==> config.mk <==
export PLATFORM = sky130hd
export DESIGN_NAME = mpi_bus_master_arb
export DESIGN_NICKNAME = d
export VERILOG_FILES = /design/src/rtl/mpi_bus_master_arb.sv
export SDC_FILE = /design/constraint.sdc
export NUM_CORES = 1
export LEC_CHECK = 0
export BUFFER_PORTS_ARGS = -buffer_cell sky130_fd_sc_hd__buf_2
export CAP_MARGIN = 20
export CORE_UTILIZATION = 45
export DETAILED_ROUTE_END_ITERATION = 8
export PLACE_DENSITY = 0.74
export SYNTH_ARGS = -nofsm -noshare
export SYNTH_HDL_FRONTEND = slang
export SYNTH_SLANG_ARGS = --single-unit
==> constraint.sdc <==
create_clock -name CLKp -period 1.8 [get_ports CLKp]
set_input_delay 0.18 -clock CLKp [delete_from_list [all_inputs] [get_ports CLKp]]
set_output_delay 0.18 -clock CLKp [all_outputs]
set_load 0.005 [all_outputs]
==> src/rtl/mpi_bus_master_arb.sv <==
// Two-port round-robin arbiter and BK MPI bus master: runs one read, word write or
// byte write per grant and drives the active-low pad levels and enables.
module mpi_bus_master_arb #(
  parameter int unsigned ADDR_SETUP = 2,
  parameter int unsigned DATA_SETUP = 1,
  parameter int unsigned TIMEOUT    = 64
) (
  input  logic        CLKp,
  input  logic        RSTp,
  input  logic        req0,
  input  logic        req1,
  input  logic        we0,
  input  logic        we1,
  input  logic        byte0,
  input  logic        byte1,
  input  logic [15:0] addr0,
  input  logic [15:0] addr1,
  input  logic [15:0] wdata0,
  input  logic [15:0] wdata1,
  output logic        ack0,
  output logic        ack1,
  output logic        err,
  output logic [15:0] rdata,
  output logic [15:0] nAD_o,
  output logic        nAD_oe,
  input  logic [15:0] nAD_i,
  output logic        nSYNC_o,
  output logic        nSYNC_oe,
  output logic        nDIN_o,
  output logic        nDOUT_o,
  output logic        nWTBT_o,
  output logic        ctrl_oe,
  output logic        nBSY_o,
  input  logic        nRPLY_i
);

  localparam int unsigned PMAX = (ADDR_SETUP > DATA_SETUP) ? ADDR_SETUP : DATA_SETUP;
  localparam int unsigned PW   = (PMAX > 1) ? $clog2(PMAX) : 1;
  localparam int unsigned TW   = $clog2(TIMEOUT + 1);
  localparam logic [TW-1:0] TMAX = '1;

  typedef enum logic [3:0] {
    S_IDLE, S_ADDR, S_SYNC, S_DSET, S_STRB, S_RWAIT, S_REND, S_SREL, S_DONE
  } state_t;

  state_t        state, state_d;
  logic [PW-1:0] pcnt, pcnt_d;
  logic [TW-1:0] tcnt, tcnt_d;
  logic          rply_q;
  logic          gnt, gnt_d;
  logic          cur_we, we_d;
  logic          cur_byte, byte_d;
  logic [15:0]   cur_addr, addr_d;
  logic [15:0]   cur_wdata, wdata_d;
  logic          rr_ptr, rr_d;
  logic          err_flag, errf_d;
  logic [15:0]   rdata_d;
  logic [15:0]   nad_d;
  logic          nad_oe_d, nsync_d, nsync_oe_d, ndin_d, ndout_d, nwtbt_d;
  logic          ctrl_oe_d, nbsy_d, ack0_d, ack1_d, err_d;

  // Next-state and next pad/handshake values; outputs reflect the state being entered
  always_comb begin
    state_d    = state;
    pcnt_d     = pcnt;
    tcnt_d     = tcnt;
    gnt_d      = gnt;
    we_d       = cur_we;
    byte_d     = cur_byte;
    addr_d     = cur_addr;
    wdata_d    = cur_wdata;
    rr_d       = rr_ptr;
    errf_d     = err_flag;
    rdata_d    = rdata;
    nad_d      = 16'hFFFF;
    nad_oe_d   = 1'b0;
    nsync_d    = 1'b1;
    nsync_oe_d = 1'b0;
    ndin_d     = 1'b1;
    ndout_d    = 1'b1;
    nwtbt_d    = 1'b1;
    ctrl_oe_d  = 1'b0;
    nbsy_d     = 1'b1;
    ack0_d     = 1'b0;
    ack1_d     = 1'b0;
    err_d      = 1'b0;

    case (state)
      S_IDLE: begin
        if (req0 || req1) begin
          // rr_ptr names the port that wins a tie
          gnt_d   = (req0 && req1) ? rr_ptr : req1;
          we_d    = gnt_d ? we1    : we0;
          byte_d  = gnt_d ? byte1  : byte0;
          addr_d  = gnt_d ? addr1  : addr0;
          wdata_d = gnt_d ? wdata1 : wdata0;
          errf_d  = 1'b0;
          pcnt_d  = '0;
          state_d = S_ADDR;
        end
      end
      S_ADDR: begin
        if (pcnt == PW'(ADDR_SETUP - 1)) begin
          pcnt_d  = '0;
          state_d = S_SYNC;
        end else begin
          pcnt_d = pcnt + PW'(1);
        end
      end
      S_SYNC: begin
        pcnt_d  = '0;
        state_d = cur_we ? S_DSET : S_STRB;
      end
      S_DSET: begin
        if (pcnt == PW'(DATA_SETUP - 1)) begin
          pcnt_d  = '0;
          state_d = S_STRB;
        end else begin
          pcnt_d = pcnt + PW'(1);
        end
      end
      S_STRB: begin
        tcnt_d  = '0;
        state_d = S_RWAIT;
      end
      S_RWAIT: begin
        tcnt_d = (tcnt == TMAX) ? tcnt : tcnt + TW'(1);
        if (!nRPLY_i && !rply_q) begin
          if (!cur_we) rdata_d = ~nAD_i;
          state_d = S_REND;
        end else if (tcnt >= TW'(TIMEOUT - 2)) begin
          // STRB cycle plus tcnt+1 wait cycles: strobe has been low TIMEOUT cycles
          errf_d  = 1'b1;
          state_d = S_SREL;
        end
      end
      S_REND: begin
        if (nRPLY_i && rply_q) state_d = S_SREL;
      end
      S_SREL: state_d = S_DONE;
      S_DONE: begin
        rr_d    = ~gnt;
        state_d = S_IDLE;
      end
      default: state_d = S_IDLE;
    endcase

    case (state_d)
      S_ADDR, S_SYNC: begin
        nbsy_d    = 1'b0;
        ctrl_oe_d = 1'b1;
        nad_oe_d  = 1'b1;
        nad_d     = ~addr_d;
        nwtbt_d   = ~we_d;
        if (state_d == S_SYNC) begin
          nsync_oe_d = 1'b1;
          nsync_d    = 1'b0;
        end
      end
      S_DSET, S_STRB, S_RWAIT, S_REND: begin
        nbsy_d     = 1'b0;
        ctrl_oe_d  = 1'b1;
        nsync_oe_d = 1'b1;
        nsync_d    = 1'b0;
        if (we_d) begin
          nad_oe_d = 1'b1;
          nad_d    = ~wdata_d;
          nwtbt_d  = ~byte_d;
          ndout_d  = !(state_d inside {S_STRB, S_RWAIT});
        end else begin
          ndin_d   = !(state_d inside {S_STRB, S_RWAIT});
        end
      end
      S_SREL: nsync_oe_d = 1'b1;
      S_DONE: begin
        ack0_d = ~gnt_d;
        ack1_d = gnt_d;
        err_d  = errf_d;
      end
      default: ;
    endcase
  end

  always_ff @(posedge CLKp) begin
    if (RSTp) begin
      state     <= S_IDLE;
      pcnt      <= '0;
      tcnt      <= '0;
      rply_q    <= 1'b1;
      gnt       <= 1'b0;
      cur_we    <= 1'b0;
      cur_byte  <= 1'b0;
      cur_addr  <= '0;
      cur_wdata <= '0;
      rr_ptr    <= 1'b0;
      err_flag  <= 1'b0;
      rdata     <= '0;
      nAD_o     <= 16'hFFFF;
      nAD_oe    <= 1'b0;
      nSYNC_o   <= 1'b1;
      nSYNC_oe  <= 1'b0;
      nDIN_o    <= 1'b1;
      nDOUT_o   <= 1'b1;
      nWTBT_o   <= 1'b1;
      ctrl_oe   <= 1'b0;
      nBSY_o    <= 1'b1;
      ack0      <= 1'b0;
      ack1      <= 1'b0;
      err       <= 1'b0;
    end else begin
      state     <= state_d;
      pcnt      <= pcnt_d;
      tcnt      <= tcnt_d;
      rply_q    <= nRPLY_i;
      gnt       <= gnt_d;
      cur_we    <= we_d;
      cur_byte  <= byte_d;
      cur_addr  <= addr_d;
      cur_wdata <= wdata_d;
      rr_ptr    <= rr_d;
      err_flag  <= errf_d;
      rdata     <= rdata_d;
      nAD_o     <= nad_d;
      nAD_oe    <= nad_oe_d;
      nSYNC_o   <= nsync_d;
      nSYNC_oe  <= nsync_oe_d;
      nDIN_o    <= ndin_d;
      nDOUT_o   <= ndout_d;
      nWTBT_o   <= nwtbt_d;
      ctrl_oe   <= ctrl_oe_d;
      nBSY_o    <= nbsy_d;
      ack0      <= ack0_d;
      ack1      <= ack1_d;
      err       <= err_d;
    end
  end

endmodule
==> results.cfg, run 1 <==
[floorplanning]
die_h_um = 96.2
core_um2 = 8380
ios = 132
die_w_um = 96.2
num_rows = 33
dieArea_um2 = 9250
start_util_pct = 47.6

[global_routing]
globalRouteOverflowTotal = 0
grt_pass1_wl_um = 16400
track_usage_pct = 23.5
grt_max_degree = 37
grt_pass1_vias = 3540
antenna_found_initial = 0

[sta]
finalMaxSlewViolations = 0
period_share_pct = 113
tightestPinTransition_ns = 0.428
hold_viol = 0
maxSlewHeadroom_pct = 71.1
fin_crit_ns = 2.03
grt_setup_unrepaired = true
max_freq_mhz = 494
worst_slack_ns = -0.225
skew_ns = 0.0181
setup_viol = 20
tns_ns = -3.63

[clock_network]
htreeDepth = 3
clock_sinks = 93
clockRootBuffer = clkbuf_8
cts_tree = built
clock_latency_ns = 0.36
path_clk_slew_ns = 0.09
clockBufferDepth = 2
numCtsBuffers = 9

[final_layout]
fin_util_pct = 69.9
stdcell_area_um2 = 5860
diodes = 0
syn_to_final_growth_pct = 46.8
drive_above_1_share_pct = 44.2
final_cell_mix = 132 x buf_2, 87 x dfxtp_1, 56 x nor2_1
fin_cells = 722
fin_nets = 703
n_fill_cell = 609
final_common_cell = buf_2

[setup_path]
crit_path_start_kind = flip-flop
critPathRequiredTime_ns = 2.04
path_max_fanout = 7
arrival_ns = 2.26
cp-end-kind = flip-flop
critPathKind = reg2reg
r2r_start = state[2]
crit_path_start = state[2]

[routing]
drt-initial-drc-count = 170
finalWirelength_um = 11200
drc = 0
met2_length_um = 5740
drt_first_pass_iters = 4
highest-signal-layer = met4
vias = 3859
wl_per_cell_um = 15.5
viasPerCell = 5.34
wl_met3_um = 585
routedLengthMet1_um = 4660
antenna_left = 0

[placed_design]
dp_cells = 681
pre_cts_slack_ns = -0.305
placed_cell_area_um2 = 5190
portBuffers = 131
dp_hpwl_um = 7690
gp_congestion = 0.889

[status]
violations = setup timing
status = finished, violations left

[yosys]
yosys.area.top_type = dfxtp_1
yosysWarningCount = 0
syn-num-nets = 510
synth_edf_count = 0
ys_async_sr_fraction_pct = 0
yosys_most_used_dff = dfxtp_1
synth.distinct_cells = 55
synth_top_cell_area_share_pct = 46.6
syn_area_per_cell_um2 = 9.53
synth_seq_area_share_pct = 46.6
synth_cells = 419
ys_ff_latch = 93
synth_area_leaders = dfxtp_1 47%, a211oi_1 9.2%, mux2i_1 8.8%
synth_area_um2 = 3990

[pwr]
ir_drop_uv = 661
power_density_nw_per_um2 = 1160
p_leak_uw = 0.00261

[job]
drv_cap = 0

[worst_hold_path]
hp-class = in2reg
min_from = nRPLY_i
## cell families (layout without fill, tap and decap cells)
logic type	Yosys count	after routing	share of synthesized area, %
DFF	93	93	46.6
xor gates and xnor gates	4	4	0.878
buffers and inverters	41	239	5.02
and+or+nand+nor	128	128	15.7
muxes	36	36	9.06
AOI/OAI and AO/OA	115	115	22.1
adders and majority gates	2	2	0.627
## flip-flops by register name, indices dropped and copies added (netlist names), 4 cells and up
name and cells:
rdata 16, state 4, tcnt 7, nAD_o 16, cur_wdata 16, cur_addr 16
## synth_stat cells, types with 4 or more instances
cell type	count
a211oi_1	49
buf_2	10
buf_6	4
clkbuf_1	17
dfxtp_1	93
inv_1	7
mux2i_1	35
nand2_1	23
nand2b_1	4
nor2_1	56
nor2b_1	22
o21ai_0	19
o221ai_1	14
xor2_1	4
## critical path, cell delays in order (launching register included)
cell and delay [ns]:
dfxtp_4 0.37, buf_4 0.14, nor4_4 0.31, o21a_2 0.25, nor2_1 0.07, a21o_1 0.20, buf_4 0.18, a211oi_1 0.27
o221ai_2 0.14
## path summary, 6_finish.rpt
check,end,slack (ns),cells past startpoint
min,rply_q,0.20,3
max reg2reg,nAD_o[3],-0.23,8
max,nAD_o[3],-0.23,8
min reg2reg,rr_ptr,0.48,1
## per-layer routing
metal | up-vias | global-route usage [%]
li1 | 1913 | -
met1 | 1808 | 29.6
met2 | 123 | 39.5
met3 | 15 | 4.34
met4 | 0 | 9.58
met5 | - | 0
## repair_timing
item	in CTS	in global routing
resized for setup	21	47
setup buffers	4	3
hold endpoints to repair	16	0
hold buffers	16	0
pin swaps	3	15
gates cloned	2	0
setup endpoints to repair	22	57
## through the flow
stage | hold WS (ns) | power, uW
6_report | 0.203 | 6790
5_1_grt | 0.201 | 7130
4_1_cts | 0.169 | 6470
3_5_place_dp | 0.367 | 4870
3_3_place_gp | 0.363 | 4800
2_1_floorplan | 0.276 | 3860
## power breakdown
group	internal [uW]	switching [uW]
logic	1360	1450
clock network	653	743
registers	2430	160
## area by class of cell
cell class,count,area [um2],share of cell area [%]
inverter,7,26.3,0.448
sequential,93,1880,32.0
clock buffer,10,128,2.18
clock inverter,6,68.8,1.17
multi-input combinational,285,2190,37.4
timing repair buffer,216,1440,24.5
tap,105,131,2.24
Note: power is estimated with default switching activity, not from simulation.
==> inputs of run 2 (changes only) <==
--- a/config.mk
+++ b/config.mk
@@ -7,9 +7,12 @@
 export LEC_CHECK = 0
 export BUFFER_PORTS_ARGS = -buffer_cell sky130_fd_sc_hd__buf_2
 export CAP_MARGIN = 20
-export CORE_UTILIZATION = 45
+export CELL_PAD_IN_SITES_DETAIL_PLACEMENT = 1
+export CELL_PAD_IN_SITES_GLOBAL_PLACEMENT = 2
+export CORE_UTILIZATION = 27
 export DETAILED_ROUTE_END_ITERATION = 8
-export PLACE_DENSITY = 0.74
+export PLACE_DENSITY = 0.75
+export SETUP_SLACK_MARGIN = 0.15
 export SYNTH_ARGS = -nofsm -noshare
 export SYNTH_HDL_FRONTEND = slang
 export SYNTH_SLANG_ARGS = --single-unit
==> run 2 against run 1 <==
Effect of this change: the flow still finishes with violations (setup timing); sequential share of layout area is 6.2 points lower; final area is 24% higher; clock skew is 0.0044 ns lower; worst hold slack worse by 0.19 ns; first-iteration DRC count is 22% higher.
==> results.cfg, run 2 (synthesis results as in run 1) <==
[global_routing]
track_usage_pct = 20.1
grt_pass1_vias = 4336
grt_pass1_wl_um = 23000
globalRouteOverflowTotal = 0
grt_max_degree = 34
antenna_found_initial = 0

[placed_design]
placed_cell_area_um2 = 5280
dp_hpwl_um = 9380
gp_congestion = 0.781
portBuffers = 131

[clock_network]
path_clk_slew_ns = 0.06
clockBufferDepth = 2
clockRootBuffer = clkbuf_16
htreeDepth = 3
clock_latency_ns = 0.35
numCtsBuffers = 9
cts_tree = built
clock_sinks = 93

[status]
status = finished, violations left
violations = setup timing

[final_layout]
multi_input_area_um2 = 2800
drive_above_1_share_pct = 62.9
stdcell_area_um2 = 7280
fin_nets = 733
diodes = 0
syn_to_final_growth_pct = 82.4
seq_area_um2 = 1880
fin_util_pct = 50.3
final_common_cell = buf_2
final_cell_mix = 131 x buf_2, 87 x dfxtp_1, 51 x buf_4
n_fill_cell = 1564

[routing]
finalWirelength_um = 16800
viasPerCell = 5.09
drt-initial-drc-count = 208
drt_first_pass_iters = 4
wl_per_cell_um = 20.3
routedLengthMet1_um = 6820
highest-signal-layer = met4
drc = 0
wl_met3_um = 624
antenna_left = 0
met2_length_um = 8880
vias = 4232

[sta]
finalMaxSlewViolations = 0
skew_ns = 0.0136
maxSlewHeadroom_pct = 59.8
worst_slack_ns = -0.336
max_freq_mhz = 468
grt_setup_unrepaired = true
fin_crit_ns = 2.14
period_share_pct = 119
hold_viol = 0
tightestPinTransition_ns = 0.586
setup_viol = 57

[setup_path]
critPathKind = reg2reg
critPathRequiredTime_ns = 2.01
crit_path_start_kind = flip-flop
cp-end-kind = flip-flop
path_max_fanout = 6
arrival_ns = 2.34
reg2reg_setup_slack_ns = -0.34

[pwr]
p_leak_uw = 0.00313
power_density_nw_per_um2 = 1230
ir_drop_uv = 544

[floorplanning]
dieArea_um2 = 15300
core_um2 = 14500
num_rows = 44
die_h_um = 124
start_util_pct = 27.6
ios = 132
die_w_um = 124

[job]
drv_cap = 0

[worst_hold_path]
hp-class = in2reg
-- run 2: cell count changes in the layout (fill, tap and decap cells not counted), moves of 11 or more --
cell	before	now
clkbuf_16	0	12
a211oi_2	10	41
a211oi_1	39	6
nor2_1	56	27
nand2_1	23	12
nor2_4	0	21
buf_6	6	29
-- run 2: path summary, 6_finish.rpt --
| check | from | endpoint | cells after the start |
|---|---|---|---|
| worst min register to register | gnt | rr_ptr | 1 |
| worst max register to register | state[2] | nAD_o[9] | 10 |
| worst max-delay path | state[2] | nAD_o[9] | 10 |
| worst min-delay path | nAD_i[15] | rdata[15] | 2 |
-- run 2: stage by stage --
stage	instances	setup TNS, ns	setup WS [ns]	power, uW	hold slack (ns)
floorplan	419	-0.706	-0.0539	3870	0.276
global placement	760	-3.13	-0.175	4870	0.361
detailed placement	760	-5.46	-0.301	4930	0.366
CTS	819	-2.67	-0.174	8100	0.000414
global route	831	-10.69	-0.390	9280	-0.000192
finish	831	-7.83	-0.336	8920	0.0103
-- run 2: repair_timing --
action	4_1_cts	5_1_grt
hold buffers	7	0
setup buffers	28	9
endpoints found under the setup margin	82	86
gates cloned	8	3
pin swaps	16	41
resized for setup	136	129
hold endpoints to repair	7	0
-- run 2: power by group --
| group | switching (uW) | internal (uW) |
|---|---|---|
| Sequential | 200 | 2430 |
| Clock | 827 | 1120 |
| Combinational | 2060 | 2280 |
| Total | 3090 | 5830 |
-- run 2: final cells by class --
class / count / area share (%)
Clock inverter: 3 / 0.602
Inverter: 7 / 0.430
Sequential cell: 93 / 25.8
Tap cell: 184 / 3.16
Clock buffer: 13 / 3.44
Multi-Input combinational cell: 285 / 38.5
Timing Repair Buffer: 246 / 28.1
-- run 2: critical path: stages, from the launching register on --
cell and delay (ns):
dfxtp_4 0.37, buf_12 0.13, nor4_4 0.32, buf_4 0.20, o21ai_4 0.09, o31ai_4 0.07, nand3_2 0.17, a21oi_4 0.24
buf_12 0.15, buf_12 0.11, o221ai_1 0.12
-- run 2: layer usage --
layer | GRT usage [%] | up-vias
met5 | 0 | -
met4 | 11.4 | 0
met3 | 3.11 | 32
met2 | 33.6 | 123
met1 | 24.6 | 2107
li1 | - | 1970
==> inputs of run 3 (changes only) <==
--- a/config.mk
+++ b/config.mk
@@ -12,7 +12,6 @@
 export CORE_UTILIZATION = 27
 export DETAILED_ROUTE_END_ITERATION = 8
 export PLACE_DENSITY = 0.75
-export SETUP_SLACK_MARGIN = 0.15
 export SYNTH_ARGS = -nofsm -noshare
 export SYNTH_HDL_FRONTEND = slang
 export SYNTH_SLANG_ARGS = --single-unit
==> run 3 against run 2 <==
Effect of this change: the run still ends with setup timing left; die area unchanged; global-route usage decreased by 2.6 points; wire length decreased by 20%; sequential share of layout area increased by 4.4 points; clock skew decreased by 0.0049 ns; cell count decreased by 1.9%; flip-flop and latch count unchanged; non-clock buffer count decreased by 16; first-iteration DRC count decreased by 47%; final area decreased by 15%; combinational power decreased by 33%; largest cell class unchanged.
==> results.cfg, run 3 (synthesis results as in run 1) <==
[pwr]
p_leak_uw = 0.00274
power_density_nw_per_um2 = 1190
ir_drop_uv = 599
total_power_uw = 7410

[global_routing]
antenna_found_initial = 0
globalRouteOverflowTotal = 0
grt_max_degree = 33
grt_pass1_wl_um = 20100
grt_pass1_vias = 3954
track_usage_pct = 17.6

[status]
status = finished, violations left
violations = setup timing

[clock_network]
htreeDepth = 3
clock_latency_ns = 0.36
clock_sinks = 93
cts_tree = built
clockRootBuffer = clkbuf_16
path_clk_slew_ns = 0.06
clockBufferDepth = 2
numCtsBuffers = 9

[sta]
worst_slack_ns = -0.235
holdWs_ns = 0.0215
tns_ns = -3.85
fin_crit_ns = 2.04
grt_setup_unrepaired = true
maxSlewHeadroom_pct = 70.4
max_freq_mhz = 491
finalMaxSlewViolations = 0
setup_viol = 21
tightestPinTransition_ns = 0.438
skew_ns = 0.00873
period_share_pct = 113
hold_viol = 0

[setup_path]
path_max_fanout = 6
critPathKind = reg2reg
reg2reg_setup_slack_ns = -0.24
arrival_ns = 2.26
cp-end-kind = flip-flop
critPathRequiredTime_ns = 2.03
crit_path_start_kind = flip-flop

[routing]
viasPerCell = 4.80
drt_first_pass_iters = 4
drc = 0
antenna_left = 0
vias = 3914
drt-initial-drc-count = 110
wl_per_cell_um = 16.5
finalWirelength_um = 13500

[final_layout]
fin_nets = 717
n_fill_cell = 1697
multi_input_area_um2 = 2220
syn_to_final_growth_pct = 55.5
diodes = 0
final_cell_mix = 131 x buf_2, 88 x dfxtp_1, 69 x buf_4
fin_util_pct = 42.9
final_common_cell = buf_2
seq_area_um2 = 1870
drive_above_1_share_pct = 45.0

[floorplanning]
die_h_um = 124
num_rows = 44
dieArea_um2 = 15300
start_util_pct = 27.6
die_w_um = 124
ios = 132
core_um2 = 14500

[placed_design]
gp_congestion = 0.863
pre_cts_slack_ns = -0.316
portBuffers = 131
dp_hpwl_um = 9560

[worst_hold_path]
hp-class = in2reg

[job]
drv_cap = 0
## run 3: stage by stage
step           std cells  area, um2
2_1_floorplan        419       4040
3_3_place_gp         780       5440
3_5_place_dp         780       5440
4_1_cts              812       5970
5_1_grt              815       6200
6_report             815       6200
## run 3: worst paths after layout
kind,from,cells past startpoint,to
setup / recovery,state[1],7,nAD_o[9]
hold / removal,nAD_i[9],2,rdata[9]
setup reg to reg,state[1],7,nAD_o[9]
hold reg to reg,gnt,1,rr_ptr
## run 3: worst max-delay path, stage by stage (launching register included)
cell and delay, ns:
dfxtp_4 0.38, nor2b_1 0.31, nand3b_1 0.15, a31oi_2 0.32
a22oi_2 0.16, a21oi_4 0.29, clkbuf_16 0.20, o221ai_1 0.09
## run 3: layout make-up
cell class | count | share of cell area (%)
Timing Repair Buffer | 230 | 25.2
Clock buffer | 11 | 3.75
Multi-Input combinational cell | 285 | 35.8
Sequential cell | 93 | 30.2
Inverter | 7 | 0.423
Tap cell | 184 | 3.71
Clock inverter | 5 | 0.968
## run 3: layer usage
metal | track usage [%] | vias up | wire length (um)
met3 | 3.80 | 15 | 479
met2 | 30.0 | 83 | 6880
met4 | 6.70 | 0 | 290
met1 | 21.4 | 1888 | 5830
li1 | - | 1928 | -
met5 | 0 | - | 0
## run 3: timing repair
item,CTS,global route
gates resized for setup,17,49
gates cloned,0,1
endpoints found under the setup margin,39,49
hold buffers,14,0
pin swaps,3,10
setup buffers,2,2
hold endpoints to repair,14,0
## run 3: report_power, final
group,switching (uW),internal (uW),leakage (uW)
clock network,839,1080,0.000140
registers,154,2430,0.000766
logic,1460,1440,0.00184
total,2450,4960,0.00274
